## config.mk

```make
export PLATFORM = sky130hd
export DESIGN_NAME = traffic_light_ctrl
export DESIGN_NICKNAME = d
export VERILOG_FILES = /design/src/rtl/traffic_light_ctrl_pkg.sv /design/src/rtl/traffic_light_ctrl_phase_timer.sv /design/src/rtl/traffic_light_ctrl.sv
export SDC_FILE = /design/constraint.sdc
export NUM_CORES = 1
export LEC_CHECK = 0
export BUFFER_PORTS_ARGS = -buffer_cell sky130_fd_sc_hd__buf_2
export CAP_MARGIN = 40
export CORE_MARGIN = 4
export CORE_UTILIZATION = 53
export DETAILED_ROUTE_END_ITERATION = 6
export GPL_TIMING_DRIVEN = 0
export PLACE_DENSITY = 0.77
export SKIP_CTS_REPAIR_TIMING = 1
export SYNTH_ARGS = -nofsm -noshare
export SYNTH_HDL_FRONTEND = slang
export SYNTH_SLANG_ARGS = --single-unit
```

## constraint.sdc

```tcl
create_clock -name clk -period 3.15 [get_ports clk]
set_clock_uncertainty 0.15 [all_clocks]
set_input_delay 0.1575 -clock clk [delete_from_list [all_inputs] [get_ports clk]]
set_output_delay 0.1575 -clock clk [all_outputs]
set_load 0.005 [all_outputs]
```

## src/rtl/traffic_light_ctrl_pkg.sv

```systemverilog
// Shared definitions for the NS/EW traffic-light sequencer.
//   state_t         : phase encodings (NS_G=0 .. AR2=5)
//   LT_RED/YEL/GRN  : one-hot {R,Y,G} lamp codes
//   ha_sum/ha_carry : half-adder cell (S = q^c, C = q&c) used by the phase timer
//   next_phase, is_green, is_ar, ns_code, ew_code : phase helpers
package traffic_light_ctrl_pkg;

  typedef enum logic [2:0] {
    NS_G = 3'd0,
    NS_Y = 3'd1,
    AR1  = 3'd2,
    EW_G = 3'd3,
    EW_Y = 3'd4,
    AR2  = 3'd5
  } state_t;

  localparam logic [2:0] LT_RED = 3'b100;
  localparam logic [2:0] LT_YEL = 3'b010;
  localparam logic [2:0] LT_GRN = 3'b001;

  function automatic logic ha_sum(input logic q, input logic c);
    return q ^ c;
  endfunction

  function automatic logic ha_carry(input logic q, input logic c);
    return q & c;
  endfunction

  // Illegal encodings fall back to the all-red clearance phase.
  function automatic state_t next_phase(input state_t s);
    state_t n;
    case (s)
      NS_G:    n = NS_Y;
      NS_Y:    n = AR1;
      AR1:     n = EW_G;
      EW_G:    n = EW_Y;
      EW_Y:    n = AR2;
      AR2:     n = NS_G;
      default: n = AR2;
    endcase
    return n;
  endfunction

  function automatic logic is_green(input state_t s);
    return (s == NS_G) || (s == EW_G);
  endfunction

  function automatic logic is_ar(input state_t s);
    return (s == AR1) || (s == AR2);
  endfunction

  function automatic logic [2:0] ns_code(input state_t s);
    logic [2:0] c;
    case (s)
      NS_G:    c = LT_GRN;
      NS_Y:    c = LT_YEL;
      default: c = LT_RED;
    endcase
    return c;
  endfunction

  function automatic logic [2:0] ew_code(input state_t s);
    logic [2:0] c;
    case (s)
      EW_G:    c = LT_GRN;
      EW_Y:    c = LT_YEL;
      default: c = LT_RED;
    endcase
    return c;
  endfunction

endpackage

```

## src/rtl/traffic_light_ctrl_phase_timer.sv

```systemverilog
// Phase timer: CNT_W-bit tick counter whose incrementer is a ripple chain of
// half-adder cells with carry-in tied to 1.
//   clk   in  rising-edge clock
//   rst   in  synchronous active-high reset, clears the count
//   tick  in  advance strobe
//   clear in  return to zero on this tick instead of incrementing
//   count out current count
module traffic_light_ctrl_phase_timer
  import traffic_light_ctrl_pkg::*;
#(
  parameter int CNT_W = 4
) (
  input  logic             clk,
  input  logic             rst,
  input  logic             tick,
  input  logic             clear,
  output logic [CNT_W-1:0] count
);

  logic [CNT_W-1:0] count_r;
  logic [CNT_W-1:0] inc_s;
  logic [CNT_W-1:0] carry_s;

  assign carry_s[0] = 1'b1;

  // The carry out of the top cell is never needed, so only CNT_W-1 carries
  // are generated.
  for (genvar i = 0; i < CNT_W; i++) begin : g_ha
    assign inc_s[i] = ha_sum(count_r[i], carry_s[i]);
    if (i < CNT_W - 1) begin : g_carry
      assign carry_s[i+1] = ha_carry(count_r[i], carry_s[i]);
    end
  end

  // Count register: clear or increment on tick, hold otherwise.
  always_ff @(posedge clk) begin
    if (rst) begin
      count_r <= '0;
    end else if (tick && clear) begin
      count_r <= '0;
    end else if (tick) begin
      count_r <= inc_s;
    end else begin
      count_r <= count_r;
    end
  end

  assign count = count_r;

endmodule

```

## src/rtl/traffic_light_ctrl.sv

```systemverilog
// Two-way (NS/EW) traffic-light sequencer with a pedestrian walk phase.
// Phases NS_G -> NS_Y -> AR1 -> EW_G -> EW_Y -> AR2 -> NS_G, advanced only
// on the one-clock 'tick' strobe.
//   clk        in  rising-edge clock
//   rst        in  synchronous active-high reset
//   tick       in  advance strobe, one clk wide
//   ped_req    in  pedestrian button level
//   ns_light   out {R,Y,G} one-hot, NS direction
//   ew_light   out {R,Y,G} one-hot, EW direction
//   walk       out pedestrian walk lamp
//   state_o    out current state encoding (debug)
//   phase_done out one-clk pulse on every state change
module traffic_light_ctrl
  import traffic_light_ctrl_pkg::*;
#(
  parameter int CNT_W        = 4,
  parameter int GREEN_TICKS  = 8,
  parameter int YELLOW_TICKS = 2,
  parameter int RED_TICKS    = 2,
  parameter int WALK_TICKS   = 4,
  parameter int MIN_GREEN    = 3
) (
  input  logic       clk,
  input  logic       rst,
  input  logic       tick,
  input  logic       ped_req,
  output logic [2:0] ns_light,
  output logic [2:0] ew_light,
  output logic       walk,
  output logic [2:0] state_o,
  output logic       phase_done
);

  localparam logic [CNT_W-1:0] GREEN_LAST  = CNT_W'(GREEN_TICKS - 1);
  localparam logic [CNT_W-1:0] YELLOW_LAST = CNT_W'(YELLOW_TICKS - 1);
  localparam logic [CNT_W-1:0] RED_LAST    = CNT_W'(RED_TICKS - 1);
  localparam logic [CNT_W-1:0] WALK_LAST   = CNT_W'(WALK_TICKS - 1);
  localparam logic [CNT_W-1:0] CUT_MIN     = CNT_W'(MIN_GREEN - 1);

  state_t           state_r;
  state_t           next_state_s;
  logic             ped_pending_r;
  logic             pending_next_s;
  logic             walk_r;
  logic             walk_next_s;
  logic             phase_done_r;
  logic [2:0]       ns_light_r;
  logic [2:0]       ew_light_r;
  logic             walk_out_r;
  logic [CNT_W-1:0] count_s;
  logic [CNT_W-1:0] dur_last_s;
  logic             cut_s;
  logic             adv_s;
  logic             enter_ar_s;

  traffic_light_ctrl_phase_timer #(
    .CNT_W (CNT_W)
  ) u_timer (
    .clk   (clk),
    .rst   (rst),
    .tick  (tick),
    .clear (adv_s),
    .count (count_s)
  );

  // Last count value of the current phase; clearance length depends on walk.
  always_comb begin
    dur_last_s = RED_LAST;
    case (state_r)
      NS_G, EW_G: dur_last_s = GREEN_LAST;
      NS_Y, EW_Y: dur_last_s = YELLOW_LAST;
      AR1, AR2:   dur_last_s = walk_r ? WALK_LAST : RED_LAST;
      default:    dur_last_s = RED_LAST;
    endcase
  end

  // Phase advance, pedestrian bookkeeping and next-state selection.
  always_comb begin
    cut_s          = is_green(state_r) && ped_pending_r && (count_s >= CUT_MIN);
    adv_s          = tick && ((count_s == dur_last_s) || cut_s);
    next_state_s   = state_r;
    pending_next_s = ped_pending_r;
    walk_next_s    = walk_r;

    if (adv_s) begin
      next_state_s = next_phase(state_r);
    end else begin
      next_state_s = state_r;
    end

    enter_ar_s = adv_s && is_ar(next_state_s);

    // A request on the AR entry clock is served by this walk, not queued.
    // During a walk clearance the button is ignored.
    if (enter_ar_s) begin
      pending_next_s = 1'b0;
    end else if (ped_req && !(is_ar(state_r) && walk_r)) begin
      pending_next_s = 1'b1;
    end else begin
      pending_next_s = ped_pending_r;
    end

    if (enter_ar_s) begin
      walk_next_s = ped_pending_r | ped_req;
    end else if (adv_s) begin
      walk_next_s = 1'b0;
    end else begin
      walk_next_s = walk_r;
    end
  end

  // State, pedestrian and output registers; outputs decode the next state so
  // they line up with the state register.
  always_ff @(posedge clk) begin
    if (rst) begin
      state_r       <= AR2;
      ped_pending_r <= 1'b0;
      walk_r        <= 1'b0;
      phase_done_r  <= 1'b0;
      ns_light_r    <= LT_RED;
      ew_light_r    <= LT_RED;
      walk_out_r    <= 1'b0;
    end else begin
      state_r       <= next_state_s;
      ped_pending_r <= pending_next_s;
      walk_r        <= walk_next_s;
      phase_done_r  <= adv_s;
      ns_light_r    <= ns_code(next_state_s);
      ew_light_r    <= ew_code(next_state_s);
      walk_out_r    <= walk_next_s & is_ar(next_state_s);
    end
  end

  assign ns_light   = ns_light_r;
  assign ew_light   = ew_light_r;
  assign walk       = walk_out_r;
  assign state_o    = state_r;
  assign phase_done = phase_done_r;

endmodule
```

; Word-level counts from Yosys, hierarchy flattened
; Index checks and enable logic that the tools add are counted.
; W data, S select, Z words.
[classes]
order_cmp = 1
n_eq_ne = 10
mux = 8
n_bitwise = 8
n_reduce_logical = 18
[ops]
columns = operator, count
row1 = $pmux W3 S2, 3
row2 = $pmux W3 S5, 1
row3 = $eq A3 B2 Y1 const B, 4
row4 = $eq A3 B3 Y1 const B, 3
row5 = $reduce_or A2 Y1, 4
row6 = $logic_and A1 B1 Y1, 7
row7 = $eq A3 B1 Y1 const B, 2
row8 = $logic_not A3 Y1, 2
row9 = $eq A4 B4 Y1, 1
row10 = $ge A4 B2 Y1 const B, 1
row11 = $logic_or A1 B1 Y1, 4
row12 = $and A1 B1 Y1, 3
row13 = $mux W3, 1
row14 = $xor A1 B1 Y1, 3
row15 = $mux W1, 2
row16 = $mux W2, 1
row17 = $logic_not A1 Y1, 1
row18 = $not A1 Y1, 1
row19 = $or A1 B1 Y1, 1
[word_totals]
ff_bits = 17
inputBits = 4

; Longest topological paths before layout
; Gate-level depths: netlist (run 1).
[logic_depth]
depth_word = 12
mapped_depth = 7

; Hierarchy
; Synthesis (run 1) repeated with hierarchy kept, for this count alone.
[hier_totals]
cells_unflattened = 95
area_unflattened_um2 = 898.4
[modules_own_cells]
columns = module, n_inst, cells_each, area_each_um2, seq_area_each_um2
row1 = traffic_light_ctrl, 1, 76, 700.7, 260.2
row2 = traffic_light_ctrl_phase_timer, 1, 19, 197.7, 80.1

; Worst setup path after synthesis (run 1)
; Ideal clock, no wire load.
[synth_timing]
path_kind = reg-to-reg
from = reg state_r[0], in the netlist state_o[0]
to = reg ew_light_r[2], in the netlist ew_light[2]
t_arrival_ns = 2.069
path_slack_ns = 0.817
stages_incl_launch_ff = 8
n_path_buf = 2
path_cell_list = dfxtp_1 > buf_2 > nand4bb_4 > and4b_1 > or3_1 > buf_2 > or4b_1 > a21o_1
[synth_via]
elab_chain_len = 9
word_cells_on_any_way = 19
classes_between = eq/ne: 7 / mux: 4 / reduce/logical: 8
[synth_lines]
columns = item, line
row1 = from (decl), traffic_light_ctrl.sv:40  ; state_t state_r;
row2 = from (signal assigned), traffic_light_ctrl.sv:124  ; state_r <= next_state_s;
row3 = $eq A3 B2 Y1 (tied with other cells), "traffic_light_ctrl_pkg.sv:32, traffic_light_ctrl.sv:69"
row4 = $reduce_or A2 Y1 or $logic_or A1 B1 Y1 (tied branches), "traffic_light_ctrl.sv:69, traffic_light_ctrl_pkg.sv:45"
row5 = $pmux W3 S2 or $logic_and A1 B1 Y1 (tied branches), "traffic_light_ctrl.sv:69, traffic_light_ctrl.sv:79"
row6 = $eq A4 B4 Y1 or $logic_and A1 B1 Y1 (tied branches), "traffic_light_ctrl.sv:80, traffic_light_ctrl.sv:79"
row7 = $logic_or A1 B1 Y1, traffic_light_ctrl.sv:80  ; adv_s = tick && ((count_s == dur_last_s) || cut_s);
row8 = $logic_and A1 B1 Y1, traffic_light_ctrl.sv:80
row9 = $mux W3 *, traffic_light_ctrl.sv:85  ; if (adv_s) begin
row10 = $eq A3 B3 Y1 or $eq A3 B2 Y1 (tied branches), traffic_light_ctrl_pkg.sv:64  ; case (s)
row11 = $pmux W3 S2 *, traffic_light_ctrl_pkg.sv:64
row12 = to (signal assigned), traffic_light_ctrl.sv:129  ; ew_light_r <= ew_code(next_state_s);
row13 = to (decl), traffic_light_ctrl.sv:48  ; logic [2:0] ew_light_r;
; Mark *: on every way between the ends. The rest lies on a longest branch, timed or not.
; A chain may end at the register's enable or synchronous reset.

; Worst setup path in the final report (run 1)
[layout_timing]
from = reg state_r[2], in the netlist state_o[2]
to = reg ew_light_r[2], in the netlist ew_light[2]
; Same word-level chain as after synthesis.

==> out/metrics.yaml, run 1 <==
global_routing:
  track_usage: 0.165
  antenna_found_initial: 0
  gr-total-overflow: 0
  grt_pass1_vias: 752
  grt_pass1_wl_um: 3240
  grt_max_degree: 11
floorplanning:
  core_mm2: 0.00156
  num_rows: 14
  die_area_mm2: 0.00241
  initial_core_util: 0.575
  design.portCount: 15
  die_h_um: 49.1
  dieWidth_um: 49.1
detailed_routing:
  wl_per_cell_um: 14.4
  routed_wl_um: 1870
  wl_met1_um: 905
  dr_wl_met2_um: 860
  met3RoutedLength_um: 76
  drtAntennaViolNets: 0
  top_layer_used: "met4"
  firstDrtPassIters: 4
  routed-via-count: 819
  drc: 0
  vias_per_cell: 6.30
  drt_iter0_drc: 15
clocking:
  clk_pin_slew_ps: 100
  cts_tree: "built"
  root_buffer: "clkbuf_4"
  cts_buffer_depth: 2
  cts_buffers: 3
  clk_latency_ps: 290
  h-tree-depth: 1
  clock-sinks: 17
finish:
  drive_above_1_share: 0.202
  fillCellCount: 139
  insertedDiodeCount: 0
  final_nets: 121
  stdcell_area_mm2: 0.00102
  area_growth_pct: 13.7
yosys:
  synth_warnings: 0
  syn_area_per_cell_um2: 9.34
  synth_edf_count: 0
  syn_area_um2: 897
  yosysTopAreaCellShare: 0.379
  synthCells: 96
  yosysTopAreaCell: "dfxtp_1"
  yosysSeqAreaShare: 0.379
  synth.most_common_cell: "dfxtp_1"
  yosys_most_used_dff: "dfxtp_1"
  ys_types: 43
  ys_ff_latch: 17
  synthesis.nets: 102
  yosys-top-cells-area: "dfxtp_1 38%, a211oi_1 3.3%, nand4bb_4 3.1%"
  synth_common_cells: "17 x dfxtp_1, 5 x a21oi_1, 5 x nand3_1, 5 x nor2_1"
  async_flop_share: 0
timing:
  fmax_mhz: 401
  finalSetupTns_ps: 0
  drv_slew: 0
  finalCritPeriodShare: 0.792
  grt_setup_unrepaired: "no"
  holdWs_ps: 23.8
  slew-limit-headroom: 0.637
  period_minus_slack_ps: 2500
  hold_viol: 0
  timing.final.ws_setup_ps: 654
  setup_viol: 0
  worstMarginPinSlew_ps: 530
setup_path:
  required_ps: 3200
  cp-end-kind: "register"
  start_kind: "register"
  cp_max_fo: 9
  path_class: "reg -> reg"
  cp.arrival_ps: 2550
  rr_worst_depth: 6
  r2r_setup_slack_ps: 650
flow_run:
  maxCapViolations: 0
placement:
  place_congestion: 0.811
  pre_cts_slack_ps: 706
  port_buffers: 13
  dpl_cell_area_um2: 982
  dp_hpwl_um: 1310
power_and_ir_drop:
  power_uw: 435
  vdd_drop_max_v: 0.000286
  power.density_mw_per_mm2: 427
  p_leak_nw: 0.411
run_status:
  status: "finished clean"
min_path:
  hold_depth: 3
  hold_path.class: "in -> reg"
-- kinds of logic after synthesis --
group	count (synthesis)	share of synthesized area
buffers and inverters	9	0.0404
muxes	1	0.0112
xor gates and xnor gates	2	0.0195
DFF	17	0.379
adders and majority gates	2	0.0279
and+or+nand+nor	36	0.292
AOI/OAI and AO/OA	29	0.230
-- registers in the layout, summed over array words and instances, names as in the netlist --
signal         count
ped_pending_r      1
phase_done         1
walk_r             1
ns_light           3
state_o            3
walk               1
u_timer.count      4
ew_light           3
-- where the power goes --
| group | switching (mW) | internal (mW) | leakage [nW] | total, mW |
|---|---|---|---|---|
| Combinational | 0.0447 | 0.0356 | 0.254 | 0.0804 |
| Clock | 0.0703 | 0.0473 | 0.0177 | 0.118 |
| Sequential | 0.0109 | 0.226 | 0.139 | 0.237 |
| Total | 0.126 | 0.309 | 0.411 | 0.435 |
-- layout by cell type (no fill, tap or decap), types with 2 or more instances in the layout --
cell      netlist  routed
a31oi_1         2       2
nor2_1          5       5
or3_1           2       2
a21oi_1         5       5
nand4b_1        3       3
dfxtp_1        17      17
o31ai_1         3       3
nand3_1         5       5
nand2b_1        4       4
buf_2           2      15
ha_1            2       2
clkbuf_4        0       3
a21o_1          3       3
o21ai_1         2       2
a211oi_1        4       4
nor2b_1         3       3
nor3b_1         2       2
and4b_1         2       2
nand2_1         2       2
clkbuf_1        4       4
-- per-layer routing --
metal / vias up / track usage
met4: 0 / 0.0853
met5: - / 0
met1: 384 / 0.210
met2: 18 / 0.261
met3: 5 / 0.0336
li1: 412 / -
-- worst paths after layout --
check | end | startpoint
worst max-delay path | ew_light[2] | state_o[2]
worst min-delay path | walk | ped_req
worst max register to register | ew_light[2] | state_o[2]
worst min register to register | walk_r | walk_r
-- critical path, cell delays in order (launching register included) --
cell and delay (ps):
dfxtp_1 500, nand4b_2 210, and4b_1 260, or3_1 360, buf_2 180, or4b_1 550, a21o_1 200
-- layout make-up --
class | instances | area [um2] | area share
multi-input cells | 70 | 520 | 0.510
flip-flops and latches | 17 | 340 | 0.334
repair buffers | 14 | 75.1 | 0.0736
plain buffers | 7 | 28.8 | 0.0282
clock buffers | 3 | 22.5 | 0.0221
well taps | 16 | 20.0 | 0.0196
inverters | 2 | 7.51 | 0.00736
clock inverters | 1 | 5.00 | 0.00491
-- per-stage QoR --
| stage | std cells | util |
|---|---|---|
| finish | 130 | 0.654 |
| global route | 130 | 0.654 |
| CTS | 129 | 0.648 |
| detailed placement | 125 | 0.630 |
| global placement | 125 | 0.630 |
| floorplan | 96 | - |
(Power assumes the default switching activity.)
==> run 2: changes to the inputs <==
- clock period: 3.15 -> 2.3 ns (I/O delays scaled with it)
==> run 2 against run 1 <==
Combinational power is 53% higher; highest routed layer unchanged; sequential cell count is the same; hold slack got worse by 17 ps.
==> out/metrics.yaml, run 2 (synthesis gave the netlist of run 1 again) <==
run_status:
  status: "finished clean"  # unchanged
timing:
  hold_viol: 0  # unchanged
  finalCritPeriodShare: 0.995  # was 0.792
  holdWs_ps: 7.09  # was 23.8 ps
  setup_viol: 0  # unchanged
  grt_setup_unrepaired: "yes"  # was no
  slew-limit-headroom: 0.629  # was 0.637
  timing.final.ws_setup_ps: 11.4  # was 654 ps
  drv_slew: 0  # unchanged
  worstMarginPinSlew_ps: 542  # was 530 ps
  period_minus_slack_ps: 2290  # was 2500 ps
  fmax_mhz: 437  # was 401 MHz
power_and_ir_drop:
  power.density_mw_per_mm2: 560  # was 427 mW/mm2
  power_frac_seq: 0.538  # was 0.545
  p_leak_nw: 0.440  # was 0.411 nW
  vdd_drop_max_v: 0.000486  # was 0.000286 V
  sw_frac_of_total: 0.290  # was 0.289
  pwr-share-clk: 0.260  # was 0.270
  combPwrFrac: 0.202  # was 0.185
  p_int_uw: 434  # was 309 uW
  switchingPower_uw: 177  # was 126 uW
placement:
  place_congestion: 0.790  # was 0.811
  port_buffers: 13  # unchanged
  dp_hpwl_um: 1310  # about the same
  dpl_cell_area_um2: 987  # was 982 um2
  pre_cts_slack_ps: -103  # was 706 ps
clocking:
  cts_tree: "built"  # unchanged
  clk_latency_ps: 290  # about the same
  cts_buffers: 3  # unchanged
  cts_buffer_depth: 2  # unchanged
  clk_pin_slew_ps: 100  # about the same
  h-tree-depth: 1  # unchanged
  clock-sinks: 17  # unchanged
  root_buffer: "clkbuf_4"  # unchanged
detailed_routing:
  wl_per_cell_um: 15.4  # was 14.4 um
  drtAntennaViolNets: 0  # unchanged
  routed-via-count: 873  # was 819
  firstDrtPassIters: 4  # unchanged
  drt_iter0_drc: 49  # was 15
  drc: 0  # unchanged
  routed_wl_um: 2070  # was 1870 um
  vias_per_cell: 6.51  # was 6.30
setup_path:
  start_kind: "register"  # unchanged
  cp_max_fo: 8  # was 9
  path_class: "reg -> reg"  # unchanged
  worst-path-buf-inv: 1  # unchanged
  cp.arrival_ps: 2330  # was 2550 ps
  crit_slowest_cell: "or4b_4"  # was or4b_1
  crit_family: "simple AND/OR/NAND/NOR gates"  # unchanged
  slowest_delay_ps: 480  # was 550 ps
  cp-end-kind: "register"  # unchanged
  required_ps: 2340  # was 3200 ps
  path_cells: "nand4bb_4, and4b_1, or3_4, buf_6, or4b_4, a21o_1"  # was nand4b_2, and4b_1, or3_1, buf_2, or4b_1, a21o_1
finish:
  drive_above_1_share: 0.305  # was 0.202
  area_growth_pct: 21.6  # was 13.7%
  largest_reg_flops: 4  # unchanged
  mostFrequentLayoutCells: "13 x buf_2, 11 x dfxtp_1"  # was 17 x dfxtp_1, 15 x buf_2, 5 x nand3_1, 5 x nor2_1, 5 x a21oi_1
  stdcell_area_mm2: 0.00109  # was 0.00102 mm2
  final_util: 0.700  # was 0.654
  mostFrequentLayoutCell: "buf_2"  # was dfxtp_1
  insertedDiodeCount: 0  # unchanged
  fillCellCount: 117  # was 139
  final_nets: 125  # was 121
global_routing:
  grt_pass1_wl_um: 3280  # was 3240 um
  antenna_found_initial: 0  # unchanged
  grt_max_degree: 11  # unchanged
  grt_pass1_vias: 797  # was 752
  track_usage: 0.172  # was 0.165
  gr-total-overflow: 0  # unchanged
floorplanning:
  dieWidth_um: 49.1  # unchanged
  die_area_mm2: 0.00241  # unchanged
  die_h_um: 49.1  # unchanged
  initial_core_util: 0.575  # unchanged
  num_rows: 14  # unchanged
  core_mm2: 0.00156  # unchanged
  design.portCount: 15  # unchanged
flow_run:
  maxCapViolations: 0  # unchanged
min_path:
  hold_path.class: "in -> reg"  # unchanged
run 2: tightest hold or removal path: stages:
cell and delay [ps]:
buf_2 100, o2111ai_1 120, o31ai_1 80
run 2: final timing paths:
path | startpoint | end | slack (ps) | depth (start not counted)
worst max-delay path | state_o[0] | ew_light[2] | 10 | 6
worst min-delay path | ped_req | walk | 7 | 3
worst max register to register | state_o[0] | ew_light[2] | 10 | 6
worst min register to register | u_timer.count[2] | u_timer.count[2] | 370 | 2
run 2: through the flow:
stage | instances | total power [mW] | TNS [ps]
2_1_floorplan | 96 | 0.409 | 0
6_report | 134 | 0.611 | 0
3_5_place_dp | 125 | 0.439 | -107
5_1_grt | 134 | 0.651 | -33.1
4_1_cts | 129 | 0.598 | -226
3_3_place_gp | 125 | 0.437 | -126
run 2: layout make-up:
cell class,count,area [um2],area share
multi-input cells,70,541,0.495
flip-flops and latches,17,353,0.323
repair buffers,19,113,0.103
plain buffers,6,30.0,0.0275
clock buffers,3,22.5,0.0206
well taps,16,20.0,0.0183
inverters,2,7.51,0.00688
clock inverters,1,5.00,0.00459
run 2: power groups by stage:
stage / combinational, mW / sequential [mW] / clock, mW
after CTS: 0.109 / 0.325 / 0.164
after global placement: 0.107 / 0.331 / 0
after floorplan: 0.0785 / 0.330 / 0
final: 0.123 / 0.329 / 0.159
after detailed placement: 0.108 / 0.331 / 0
after global routing: 0.134 / 0.332 / 0.185
run 2: routing by layer:
| layer | routed length [um] | GRT usage |
|---|---|---|
| met5 | 0 | 0 |
| met4 | 70 | 0.0900 |
| met3 | 139 | 0.0367 |
| met2 | 907 | 0.268 |
| met1 | 948 | 0.219 |
==> run 3: changes to the inputs <==
- CAP_MARGIN: 40 -> default
- clock period: 2.3 -> 2.4 ns (I/O delays scaled with it)
==> run 3 against run 2 <==
The run now ends with negative hold slack left; largest cell class unchanged; critical endpoint unchanged; sequential share of layout area down 0.14 points; non-clock buffer count down 2; final cell count down 1.5%; core utilization down 1.7 points; critical path type unchanged; sequential power down 5%; highest routed layer unchanged; die area unchanged; critical path depth up 1; count of clock-buffer cells in the layout unchanged.
==> out/metrics.yaml, run 3 (synthesis gave the netlist of run 1 again) <==
placement:
  place_congestion: 0.811  # was 0.790
  port_buffers: 13  # unchanged
  dp_hpwl_um: 1310  # about the same
finish:
  drive_above_1_share: 0.250  # was 0.305
  mostFrequentLayoutCell: "dfxtp_1"  # was buf_2
  mostFrequentLayoutCells: "15 x dfxtp_1, 13 x buf_2, 5 x nand3_1, 5 x nor2_1, 5 x a21oi_1"  # was 13 x buf_2, 11 x dfxtp_1
  final_nets: 123  # was 125
  fillCellCount: 134  # was 117
  final_util: 0.683  # was 0.700
  insertedDiodeCount: 0  # unchanged
  area_growth_pct: 18.7  # was 21.6%
  largest_reg_flops: 4  # unchanged
detailed_routing:
  drt_iter0_drc: 19  # was 49
  vias_per_cell: 6.57  # was 6.51
  routed-via-count: 867  # was 873
  firstDrtPassIters: 4  # unchanged
  drtAntennaViolNets: 0  # unchanged
  routed_wl_um: 1980  # was 2070 um
  drc: 0  # unchanged
  wl_per_cell_um: 15.0  # was 15.4 um
power_and_ir_drop:
  power_uw: 586  # was 611 uW
  p_leak_nw: 0.432  # was 0.440 nW
  vdd_drop_max_v: 0.000376  # was 0.000486 V
  power.density_mw_per_mm2: 551  # was 560 mW/mm2
floorplanning:
  dieWidth_um: 49.1  # unchanged
  core_mm2: 0.00156  # unchanged
  die_h_um: 49.1  # unchanged
  num_rows: 14  # unchanged
  initial_core_util: 0.575  # unchanged
  die_area_mm2: 0.00241  # unchanged
  design.portCount: 15  # unchanged
global_routing:
  grt_pass1_vias: 752  # was 797
  gr-total-overflow: 0  # unchanged
  grt_max_degree: 11  # unchanged
  track_usage: 0.165  # was 0.172
  grt_pass1_wl_um: 3240  # was 3280 um
  antenna_found_initial: 0  # unchanged
setup_path:
  cp.arrival_ps: 2410  # was 2330 ps
  start_kind: "register"  # unchanged
  cp-end-kind: "register"  # unchanged
  r2r-end: "ew_light[2]"  # unchanged
  crit_end: "ew_light[2]"  # unchanged
  rr_worst_depth: 7  # was 6
  cp_max_fo: 9  # was 8
  path_class: "reg -> reg"  # unchanged
  reg2reg_from: "state_o[0]"  # unchanged
  crit_start: "state_o[0]"  # unchanged
  r2r_setup_slack_ps: 40  # was 10 ps
  required_ps: 2450  # was 2340 ps
clocking:
  h-tree-depth: 1  # unchanged
  cts_buffers: 3  # unchanged
  clk_pin_slew_ps: 100  # about the same
  clk_latency_ps: 290  # about the same
  root_buffer: "clkbuf_4"  # unchanged
  clock-sinks: 17  # unchanged
  cts_tree: "built"  # unchanged
  cts_buffer_depth: 2  # unchanged
timing:
  worstMarginPinSlew_ps: 531  # was 542 ps
  setup_viol: 0  # unchanged
  drv_slew: 0  # unchanged
  period_minus_slack_ps: 2360  # was 2290 ps
  fmax_mhz: 425  # was 437 MHz
  holdWs_ps: -15.1  # was 7.09 ps
  hold_viol: 2  # was 0
  finalCritPeriodShare: 0.981  # was 0.995
  slew-limit-headroom: 0.637  # was 0.629
flow_run:
  maxCapViolations: 0  # unchanged
run_status:
  violations: "negative hold slack"
  status: "complete, but fails checks"  # was finished clean
min_path:
  hold_path.class: "in -> reg"  # unchanged
[run 3: changes by cell type in the layout (fill, tap and decap cells not counted)]
cell	delta
buf_4	-3
dfxtp_1	+4
or3_1	+1
or3_4	-1
buf_6	+1
dfxtp_4	-2
dfxtp_2	-2
[run 3: report_power, final]
| group | total (mW) | switching [mW] | internal [mW] |
|---|---|---|---|
| logic | 0.116 | 0.0609 | 0.0552 |
| registers | 0.314 | 0.0162 | 0.298 |
| clock network | 0.156 | 0.0943 | 0.0621 |
[run 3: layout make-up]
cell class	instances	area (um2)	area share
multi-input cells	70	536	0.503
flip-flops and latches	17	343	0.322
repair buffers	16	90.1	0.0846
plain buffers	7	41.3	0.0388
clock buffers	3	22.5	0.0212
well taps	16	20.0	0.0188
inverters	2	7.51	0.00705
clock inverters	1	5.00	0.00470
[run 3: critical path, cell delays in order (launching register included)]
cell and delay, ps:
dfxtp_2 340, buf_6 130, nand4bb_4 250, and4b_1 240, or3_1 340, buf_6 140
or4b_4 510, a21o_1 170
[run 3: metal layers]
metal,GRT usage,share of wire
met1,0.210,0.47
met2,0.261,0.46
met3,0.0336,0.063
met4,0.0853,0.014
met5,0,0
[run 3: how the worst min path moves through the flow]
stage / start / end / cells past startpoint
6_report: ped_req / walk / 3
5_1_grt: ped_req / walk / 3
4_1_cts: rst / ns_light[1] / 2
3_5_place_dp: rst / ns_light[1] / 2
3_3_place_gp: rst / ns_light[1] / 2
2_1_floorplan: rst / ns_light[1] / 1
[run 3: metrics by stage]
stage | instances | setup WS [ps] | TNS [ps] | hold WS (ps) | area [um2]
finish | 132 | 44.4 | 0 | -15.1 | 1060
global route | 132 | -18.6 | -18.6 | 24.0 | 1060
CTS | 129 | -89.5 | -91.4 | -110 | 1010
detailed placement | 125 | -43.8 | -43.8 | 206 | 982
global placement | 125 | -60.8 | -60.8 | 201 | 982
floorplan | 96 | 67.2 | 0 | 47.1 | 897
